$ cat src/rtl/io_clock_enables.sv
// rtl/io_clock_enables.sv - lock-qualified reset release and per-channel clock-enable dividers
// Optional lock-loss counter enabled by defining IO_CLOCKS_LOCK_LOSS_CNT_EN.
module io_clock_enables #(
  parameter int NUM_CH          = 2,
  parameter int CNT_W           = 16,
  parameter int RST_HOLD_CYCLES = 16,
  parameter int DEFAULT_DIV     = 3
) (
  input  logic                    clk,
  input  logic                    rst,
  input  logic                    locked,
  input  logic [NUM_CH*CNT_W-1:0] div_val,
  input  logic                    div_load,
  output logic                    reset_out,
  output logic [NUM_CH-1:0]       ce,
  output logic [7:0]              lock_loss_cnt
);

  typedef enum logic [1:0] {HOLD, COUNT, RUN} state_t;

  localparam logic [CNT_W-1:0] DIV_RST   = CNT_W'(DEFAULT_DIV);
  localparam logic [15:0]      HOLD_LAST = 16'(RST_HOLD_CYCLES - 1);

  state_t      state;
  logic        sync1;
  logic        locked_s;
  logic [15:0] hold_cnt;
  logic        run_stay;

  always_ff @(posedge clk) begin
    if (rst) begin
      sync1    <= 1'b0;
      locked_s <= 1'b0;
    end else begin
      sync1    <= locked;
      locked_s <= sync1;
    end
  end

  // RUN is left on the very edge at which locked_s captures the low level
  assign run_stay = (state == RUN) && sync1;

  always_ff @(posedge clk) begin
    if (rst) begin
      state     <= HOLD;
      hold_cnt  <= 16'd0;
      reset_out <= 1'b1;
    end else begin
      case (state)
        HOLD: begin
          reset_out <= 1'b1;
          hold_cnt  <= 16'd0;
          if (locked_s) state <= COUNT;
        end
        COUNT: begin
          if (!locked_s) begin
            state    <= HOLD;
            hold_cnt <= 16'd0;
          end else if (hold_cnt == HOLD_LAST) begin
            state     <= RUN;
            reset_out <= 1'b0;
          end else begin
            hold_cnt <= hold_cnt + 16'd1;
          end
        end
        RUN: begin
          if (!sync1) begin
            state     <= HOLD;
            reset_out <= 1'b1;
          end
        end
        default: begin
          state     <= HOLD;
          reset_out <= 1'b1;
        end
      endcase
    end
  end

  for (genvar i = 0; i < NUM_CH; i++) begin : g_ch
    logic [CNT_W-1:0] cnt;
    logic [CNT_W-1:0] div_act;
    logic [CNT_W-1:0] div_shadow;
    logic             pending;
    logic             wrap;

    // N of 0 or 1 means every cycle is a wrap
    assign wrap  = (div_act <= CNT_W'(1)) || (cnt == div_act - CNT_W'(1));
    assign ce[i] = (state == RUN) && wrap;

    always_ff @(posedge clk) begin
      if (rst) begin
        cnt        <= '0;
        div_act    <= DIV_RST;
        div_shadow <= DIV_RST;
        pending    <= 1'b0;
      end else begin
        if (!run_stay || wrap) cnt <= '0;
        else                   cnt <= cnt + CNT_W'(1);

        if (div_load) begin
          div_shadow <= div_val[i*CNT_W +: CNT_W];
          pending    <= 1'b1;
        end else if (pending && ((state != RUN) || wrap)) begin
          div_act <= div_shadow;
          pending <= 1'b0;
        end
      end
    end
  end

`ifdef IO_CLOCKS_LOCK_LOSS_CNT_EN
  logic [7:0] loss_q;

  always_ff @(posedge clk) begin
    if (rst) loss_q <= 8'd0;
    else if ((state == RUN) && !sync1 && (loss_q != 8'hFF)) loss_q <= loss_q + 8'd1;
  end

  assign lock_loss_cnt = loss_q;
`else
  assign lock_loss_cnt = 8'd0;
`endif

endmodule
$ cat config.mk
export PLATFORM = sky130hd
export DESIGN_NAME = io_clock_enables
export DESIGN_NICKNAME = d
export VERILOG_FILES = /design/src/rtl/io_clock_enables.sv
export SDC_FILE = /design/constraint.sdc
export NUM_CORES = 1
export LEC_CHECK = 0
export ABC_AREA = 1
export CAP_MARGIN = 0
export CORE_ASPECT_RATIO = 0.7
export CORE_MARGIN = 2
export CORE_UTILIZATION = 59
export CTS_CLUSTER_SIZE = 20
export DETAILED_ROUTE_END_ITERATION = 6
export GPL_TIMING_DRIVEN = 0
export HOLD_SLACK_MARGIN = 0.15
export PLACE_DENSITY_LB_ADDON = 0.12
export REMOVE_ABC_BUFFERS = 1
export SYNTH_ARGS = -nofsm -noshare
export SYNTH_HDL_FRONTEND = slang
export SYNTH_SLANG_ARGS = --single-unit
$ cat constraint.sdc
create_clock -name clk -period 2.95 [get_ports clk]
set_input_delay 0.4425 -clock clk [delete_from_list [all_inputs] [get_ports clk]]
set_output_delay 0.4425 -clock clk [all_outputs]
set_load 0.02 [all_outputs]
==> After elaboration in Yosys (flattened, before gate mapping) <==
Index checks and enable logic that the tools add are counted.
{ "totals": {"regBits": 119, "inputBits": 36, "out_inout_bits": 11, "wordCells": 72} }
{ "op_classes": {"n_addsub": 5, "order_cmp": 2, "n_eq_ne": 12, "mux": 16, "bitwise_logic": 1, "n_reduce_logical": 23} }
{ "ops": {"columns": ["operator", "count"], "rows": [
  ["$add A16 B1 Y16 const B", 3],
  ["$eq A16 B16 Y1", 2],
  ["$le A16 B1 Y1 const B", 2],
  ["$mux W16", 2],
  ["$pmux W16 S2", 1],
  ["$sub A16 B1 Y16 const B", 2],
  ["$eq A16 B4 Y1 const B", 1],
  ["$ne A2 B2 Y1 const B", 5],
  ["$mux W2", 4],
  ["$mux W1", 7],
  ["$logic_or A1 B1 Y1", 6],
  ["$ne A3 B3 Y1 const B", 2],
  ["$pmux W2 S3", 1],
  ["$reduce_and A2 Y1", 3],
  ["$reduce_and A3 Y1", 2],
  ["$reduce_bool A2 Y1", 3],
  ["$logic_and A1 B1 Y1", 5],
  ["$reduce_or A2 Y1", 2],
  ["$eq A2 B1 Y1 const B", 1],
  ["$eq A2 B2 Y1 const B", 1],
  ["$logic_not A2 Y1", 1],
  ["$pmux W1 S2", 1],
  ["$logic_not A1 Y1", 1],
  ["$not A1 Y1", 1]
]} }

==> Longest topological paths before layout <==
Gate-level depths: netlist (run 1).
{ "depth": {"word_depth": 7, "mapped_depth": 18, "depth_no_buf": 18} }

==> Worst setup path before layout (run 1) <==
No wires, ideal clock.
{ "synth_timing": {"kind": "reg2out", "from": "register g_ch[1].div_act[0]", "to": "output ce[1]", "arrival_ps": 1846, "t_required_ps": 2508, "path_slack_ps": 661, "stages_incl_launch_ff": 12, "n_path_buf": 0, "cell_sequence": "dfxtp_1 inv_1 ha_1 xnor2_1 nor2_1 o21a_1 nand4_1 nor3b_1 nand2_1 nor2_1 a21oi_1 nor2_1"} }
{ "synth_via": {"elab_chain_cells": 4, "word_cells_on_any_way": 5, "classes_between": "1 x add/sub; 1 x order compare; 1 x eq/ne; 2 x reduce/logical"} }
{ "synth_lines": {"columns": ["item", "line", "text"], "rows": [
  ["from (decl)", "82", "logic [CNT_W-1:0] div_act;"],
  ["from (signal assigned)", "105", "div_act <= div_shadow;"],
  ["$sub A16 B1 Y16", "88", "assign wrap = (div_act <= CNT_W'(1)) || (cnt == div_act - CNT_W'(1));"],
  ["$eq A16 B16 Y1", "88", null],
  ["$logic_or A1 B1 Y1 (*)", "88", null],
  ["$logic_and A1 B1 Y1 (*)", "89", "assign ce[i] = (state == RUN) && wrap;"],
  ["to (decl)", "15", "output logic [NUM_CH-1:0] ce,"]
]} }
Every way passes the cells marked *; elsewhere a longest branch is shown, timed or not.

==> Worst setup path in the final report (run 1) <==
{ "layout_timing": {"from": "register g_ch[0].div_act[0]", "to": "output ce[0]"} }
{ "layout_via": {"elab_chain_cells": 4, "word_cells_on_any_way": 5, "classes_between": "1 x add/sub; 1 x order compare; 1 x eq/ne; 2 x reduce/logical"} }
{ "layout_lines": {"columns": ["item", "line"], "rows": [
  ["from (decl)", "82"],
  ["from (signal assigned)", "105"],
  ["$sub A16 B1 Y16", "88"],
  ["$eq A16 B16 Y1", "88"],
  ["$logic_or A1 B1 Y1 (*)", "88"],
  ["$logic_and A1 B1 Y1 (*)", "89"]
]} }
Marked as above.

==> results of run 1 <==
[synth_stat cells, drive strengths merged]
cell type / n / area (um2)
o2111ai: 2 / 17.52
a31o: 1 / 8.760
a21o: 1 / 7.510
conb: 1 / 3.750
a2111o: 1 / 11.26
nor2b: 1 / 6.260
nor4: 8 / 62.56
and2: 1 / 6.260
ha: 7 / 87.58
or2: 2 / 12.51
o21ai: 40 / 200.2
o21a: 3 / 22.52
nand3: 72 / 402.9
clkinv: 2 / 7.510
a211oi: 2 / 15.01
inv: 113 / 424.2
clkbuf: 15 / 56.30
xnor2: 20 / 175.2
xor2: 31 / 271.5
dfxtp: 119 / 2382
nor3b: 7 / 52.55
nand2: 265 / 1010
o2111a: 1 / 11.26
o211ai: 2 / 15.01
nor3: 17 / 90.09
nor2: 208 / 885.8
buf: 20 / 125.1
nand3b: 15 / 112.6
o21bai: 1 / 7.510
nand4: 16 / 100.1
a21oi: 21 / 108.9
[per-layer routing]
metal | vias up | track usage, % | wire [um]
met5 | - | 0 | 0
met4 | 0 | 7.880 | 155
met3 | 17 | 4.336 | 1108
met2 | 197 | 37.89 | 5969
met1 | 2759 | 40.23 | 8035
li1 | 3249 | - | -
[sequential cells by signal (all words and copies together), names as in the netlist]
register and count:
g_ch.cnt 32, g_ch.div_act 32, g_ch.div_shadow 32, g_ch.pending 2, hold_cnt 16, locked_s 1, reset_out 1, state 2
sync1 1
[timing repair]
action	in CTS	in global routing
buffers inserted	0	3
pin swaps	0	1
setup endpoints to repair	68	62
resized for setup	10	9
[tightest hold or removal path: stages (launching register included)]
cell	delay (ns)
dfxtp_1	0.30
nand2_1	0.06
nand3_1	0.06
[per-stage QoR]
step	power [uW]	setup TNS (ns)	util [%]
2_1_floorplan	2085	0	-
3_3_place_gp	2225	-57.67	64.40
3_5_place_dp	2233	-50.10	64.58
4_1_cts	4210	-0.1698	69.76
5_1_grt	4373	-0.1977	70.24
6_report	4202	-0.005908	70.24
[cell type report]
type                    count  area, um2
clock buffers              19      432.9
clock inverters            13      131.4
fillers                   963       3288
inverters                 115      432.9
multi-input cells         753       3767
flip-flops and latches    119       2385
well taps                 153      191.4
repair buffers             42      421.7
[kinds of logic after synthesis]
kind of cell / after synthesis / share of synthesized area, %
adders and majority gates: 7 / 1.307
other: 1 / 0.05597
AOI/OAI and AO/OA: 75 / 6.349
DFF: 119 / 35.56
buffers and inverters: 150 / 9.150
xor gates and xnor gates: 51 / 6.667
and+or+nand+nor: 612 / 40.92
[cell usage in the layout, fill, tap and decap left out, drive strengths merged, types with 3 or more instances in the layout]
cell	synthesis	final
a21oi	21	21
dfxtp	119	119
conb	1	8
clkbuf	15	19
clkinv	2	10
nor3	17	17
inv	113	114
o21ai	40	40
nand3	72	72
ha	7	7
nor2	208	208
xor2	31	31
buf	20	5
nand4	16	16
xnor2	20	20
nand2	265	265
nor3b	7	7
clkdlybuf4s50	0	35
nand3b	15	15
nor4	8	8
o21a	3	3
[path summary, 6_finish.rpt]
path / startpoint / to / slack, ns / cells past startpoint
min: g_ch[0].div_shadow[0] / g_ch[0].div_shadow[0] / 0.46 / 2
max reg2reg: g_ch[0].div_act[0] / g_ch[0].cnt[12] / 0.36 / 11
min reg2reg: g_ch[0].div_shadow[0] / g_ch[0].div_shadow[0] / 0.46 / 2
max: g_ch[0].div_act[0] / ce[0] / -0.006 / 11
[power groups by stage]
stage / Combinational, uW / Sequential [uW] / Clock, uW
floorplan: 347 / 1740 / 0
global placement: 473 / 1750 / 0
detailed placement: 479 / 1750 / 0
CTS: 486 / 1720 / 2000
global route: 566 / 1730 / 2080
finish: 497 / 1720 / 1980
==> flow_metrics.env, run 1 <==
export IMPL_ys_warn_count=0
export IMPL_crit_family="simple AND/OR/NAND/NOR gates"
export IMPL_dieWidth_um=131.4
export IMPL_cp_data_arrival_time_ns=2.51
export IMPL_initial_utilization_pct=60.63
export IMPL_grt_pass1_wl_um=26120
export IMPL_rsz0062_at_grt="true"
export IMPL_slew_headroom_pct=15.39
export IMPL_gp_congestion=0.9250
export IMPL_status="complete, but fails checks"
export IMPL_clkLatencyLatePin_ns=0.41
export IMPL_dpl_cell_count=1179
export IMPL_cts_tree="done"
export IMPL_port_buffers=38
export IMPL_comb_power_share_pct=11.8
export IMPL_first_pass_iters=5
export IMPL_skew_ns=0.007210
export IMPL_root_buffer="clkbuf_16"
export IMPL_p_sw_share_pct=26.24
export IMPL_syn_area_per_cell_um2=6.601
export IMPL_final_cells=1214
export IMPL_power_density_nw_per_um2=541.3
export IMPL_hold_viol=0
export IMPL_cap_viol_max_count=0
export IMPL_post_route_period_util_pct=100.2
export IMPL_leakagePower_uw=0.003392
export IMPL_die_height_um=93.16
export IMPL_setup_ws_ns=-0.005908
export IMPL_wl_um=15270
export IMPL_io_pins=47
export IMPL_vdd_drop_max_v=0.0004338
export IMPL_critPathBufInv=2
export IMPL_first_global_vias=5484
export IMPL_violations="negative setup slack"
export IMPL_clk_pin_slew_ns=0.05
export IMPL_final_max_slew_viol_count=0
export IMPL_clock_sinks=119
export IMPL_grt_antenna_before_repair=0
export IMPL_antennaDiodeCount=0
export IMPL_worstPathCellList="inv_1, ha_2, xor2_2, nor2_1, nor3_2, nor2b_1, nand3b_1, nor2_1, nand4_1, a21oi_1, clkdlybuf4s15_2"
export IMPL_overflow=0
export IMPL_drt_iter0_markers=434
export IMPL_core_area_um2=11050
export IMPL_holdWs_ns=0.4557
export IMPL_die_area_um2=12240
export IMPL_crit_slowest_cell="dfxtp_2"
export IMPL_postCtsHoldBufs=0
export IMPL_grt_usage_pct=26.37
export IMPL_ys_ff_latch=119
export IMPL_synthCells=1015
export IMPL_synthesis_area_um2=6700
export IMPL_critPathMaxStageDelay_ns=0.34
export IMPL_h_tree_depth=4
export IMPL_routed_via_count=6222
export IMPL_p_sw_uw=1103
export IMPL_grt_max_degree=46
export IMPL_pre_cts_slack_ns=-0.9143
export IMPL_timing_critical_path_mode_cell="nor2_1"
export IMPL_drive_gt1_share_pct=8.765
export IMPL_tightest_slew_ns=1.267
export IMPL_cp_start_kind="flop"
export IMPL_placed_cell_area_um2=7137
export IMPL_hp_class="flop to flop"
export IMPL_crit_type="flop to output port"
export IMPL_synth_seq_area_share_pct=35.56
export IMPL_internal_power_uw=3099
export IMPL_dpl_hpwl_um=11040
export IMPL_clkPwrFrac_pct=47.2
export IMPL_nets=1091
export IMPL_antenna_left=0
export IMPL_yosysUniqueCellTypes=45
export IMPL_finalSetupViolations=1
export IMPL_crit_fanout=4
export IMPL_post_drt_wl_per_cell_um=12.58
export IMPL_worstSetupEndpointType="output port"
export IMPL_cp_required_ns=2.51
export IMPL_max_clock_path_buffers=2
export IMPL_syn2layout_area_growth_pct=15.85
export IMPL_pwr_share_seq_pct=41.0
export IMPL_rows=32
export IMPL_cts_buffers=17
export IMPL_postLayoutCellArea_um2=7762
export IMPL_via_per_inst=5.125
export IMPL_drc=0
export IMPL_fmax_mhz=338.3
export IMPL_period_needed_ns=2.956
(Power assumes the default switching activity.)
==> run 2: changes to the inputs <==
--- a/config.mk
+++ b/config.mk
@@ -16,6 +16,7 @@
 export HOLD_SLACK_MARGIN = 0.15
 export PLACE_DENSITY_LB_ADDON = 0.12
 export REMOVE_ABC_BUFFERS = 1
+export SETUP_SLACK_MARGIN = 0.15
 export SYNTH_ARGS = -nofsm -noshare
 export SYNTH_HDL_FRONTEND = slang
 export SYNTH_SLANG_ARGS = --single-unit
==> run 2 against run 1 <==
Highest routed layer unchanged. Via count up 0.13%. Worst hold slack better by 0.0017 ns. Global-route usage up 0.083 points. Register-to-register slack better by 0.05 ns. Clock power about the same. The flow now finishes without violations. Total power about the same. Count of clock-buffer cells in the layout unchanged. Design area up 0.31%. Sequential power about the same. Critical path type unchanged.
==> flow_metrics.env, run 2 (synthesis results as in run 1) <==
export IMPL_status="complete, no violations"
export IMPL_die_area_um2=12240
export IMPL_nets=1092
export IMPL_core_area_um2=11050
export IMPL_hold_depth=2
export IMPL_cp_data_arrival_time_ns=2.45
export IMPL_cts_buffers=17
export IMPL_clkLatencyLatePin_ns=0.41
export IMPL_dieWidth_um=131.4
export IMPL_gp_congestion=0.9250
export IMPL_postCtsHoldBufs=0
export IMPL_via_per_inst=5.128
export IMPL_clkPwrFrac_pct=47.0
export IMPL_startpoint="g_ch[0].div_act[0]"
export IMPL_worstRegToRegCells=14
export IMPL_drive_gt1_share_pct=9.416
export IMPL_post_route_period_util_pct=98.00
export IMPL_setup_ws_ns=0.05905
export IMPL_cp_required_ns=2.51
export IMPL_power_total_uw=4202
export IMPL_routed_via_count=6230
export IMPL_power_density_nw_per_um2=539.6
export IMPL_leakagePower_uw=0.003392
export IMPL_layout_commonest_cell="nand2_1"
export IMPL_root_buffer="clkbuf_16"
export IMPL_io_pins=47
export IMPL_port_buffers=38
export IMPL_cts_tree="done"
export IMPL_wl_um=15340
export IMPL_h_tree_depth=4
export IMPL_r2r_start="g_ch[0].div_act[0]"
export IMPL_period_needed_ns=2.891
export IMPL_drc=0
export IMPL_post_drt_wl_per_cell_um=12.62
export IMPL_crit_type="flop to output port"
export IMPL_p_sw_uw=1100
export IMPL_die_height_um=93.16
export IMPL_rows=32
export IMPL_comb_power_share_pct=12.0
export IMPL_worstSetupEndpointType="output port"
export IMPL_pre_cts_slack_ns=-0.9143
export IMPL_grt_pass1_wl_um=26190
export IMPL_grt_antenna_before_repair=0
export IMPL_clk_pin_slew_ns=0.05
export IMPL_skew_ns=0.008242
export IMPL_grt_usage_pct=26.45
export IMPL_fmax_mhz=345.9
export IMPL_crit_fanout=4
export IMPL_fin_util_pct=70.46
export IMPL_syn2layout_area_growth_pct=16.21
export IMPL_reg_top3="g_ch.cnt (32), g_ch.div_act (32), g_ch.div_shadow (32)"
export IMPL_pwr_share_seq_pct=41.0
export IMPL_tightest_slew_ns=0.7275
export IMPL_grt_max_degree=46
export IMPL_finalSetupViolations=0
export IMPL_hp_class="flop to flop"
export IMPL_rsz0062_at_grt="true"
export IMPL_min_from="g_ch[0].div_shadow[0]"
export IMPL_holdWs_ns=0.4573
export IMPL_cap_viol_max_count=0
export IMPL_fin_tns_setup_ns=0
export IMPL_overflow=0
export IMPL_antennaDiodeCount=0
export IMPL_cp_start_kind="flop"
export IMPL_drt_iter0_markers=444
export IMPL_fillers=960
export IMPL_first_global_vias=5493
export IMPL_clock_sinks=119
export IMPL_internal_power_uw=3102
export IMPL_max_clock_path_buffers=2
export IMPL_p_sw_share_pct=26.18
export IMPL_initial_utilization_pct=60.63
export IMPL_slew_headroom_pct=51.32
export IMPL_first_pass_iters=5
export IMPL_vdd_drop_max_v=0.0004336
export IMPL_hold_viol=0
export IMPL_final_max_slew_viol_count=0
export IMPL_antenna_left=0
export IMPL_dpl_hpwl_um=11040
export IMPL_final_cell_mix="nand2_1, nor2_1, dfxtp_1"
## run 2: changes by cell type in the layout (fill, tap and decap cells not counted), sizes merged
cell | before | now
dlymetal6s2s | 1 | 0
clkbuf | 19 | 20
buf | 5 | 7
clkdlybuf4s15 | 1 | 0
## run 2: stage by stage
step	cell area [um2]	std cells
2_1_floorplan	6545	987
3_3_place_gp	7117	1178
3_5_place_dp	7137	1179
4_1_cts	7707	1211
5_1_grt	7786	1215
6_report	7786	1215
## run 2: critical path, cell delays in order, from the launching register on
cell,delay (ns)
dfxtp_2,0.34
inv_1,0.10
ha_2,0.28
xor2_2,0.18
nor2_1,0.07
nor3_2,0.22
nor2b_1,0.18
nand3b_1,0.08
nor2_1,0.09
nand4_1,0.13
a21oi_2,0.18
buf_2,0.18
## run 2: final cells by class
class                           count  area, um2  area share, %
Multi-Input combinational cell    753       3786          48.63
Sequential cell                   119       2389          30.68
Inverter                          115      437.9          5.624
Clock buffer                       19      432.9          5.560
Timing Repair Buffer               43      417.9          5.367
Tap cell                          153      191.4          2.459
Clock inverter                     13      131.4          1.687
## run 2: what timing repair did
action / 4_1_cts / 5_1_grt
pin swaps: 2 / 2
setup endpoints to repair: 76 / 51
setup buffers: 0 / 4
resized for setup: 17 / 14
## run 2: metal layers
| layer | track usage [%] | wire [um] |
|---|---|---|
| met1 | 40.33 | 7974 |
| met2 | 38.07 | 6069 |
| met3 | 4.336 | 1160 |
| met4 | 7.880 | 134 |
| met5 | 0 | 0 |
## run 2: power groups by stage
stage / Combinational [uW] / Sequential (uW) / Clock [uW]
3_5_place_dp: 479 / 1750 / 0
3_3_place_gp: 473 / 1750 / 0
5_1_grt: 571 / 1730 / 2080
4_1_cts: 487 / 1720 / 2000
6_report: 502 / 1720 / 1980
2_1_floorplan: 347 / 1740 / 0
## run 2: final timing paths
| check | end | slack (ns) |
|---|---|---|
| setup / recovery | ce[0] | 0.06 |
| hold / removal | g_ch[0].div_shadow[0] | 0.46 |
| setup reg to reg | g_ch[0].div_act[9] | 0.41 |
| hold reg to reg | g_ch[0].div_shadow[0] | 0.46 |
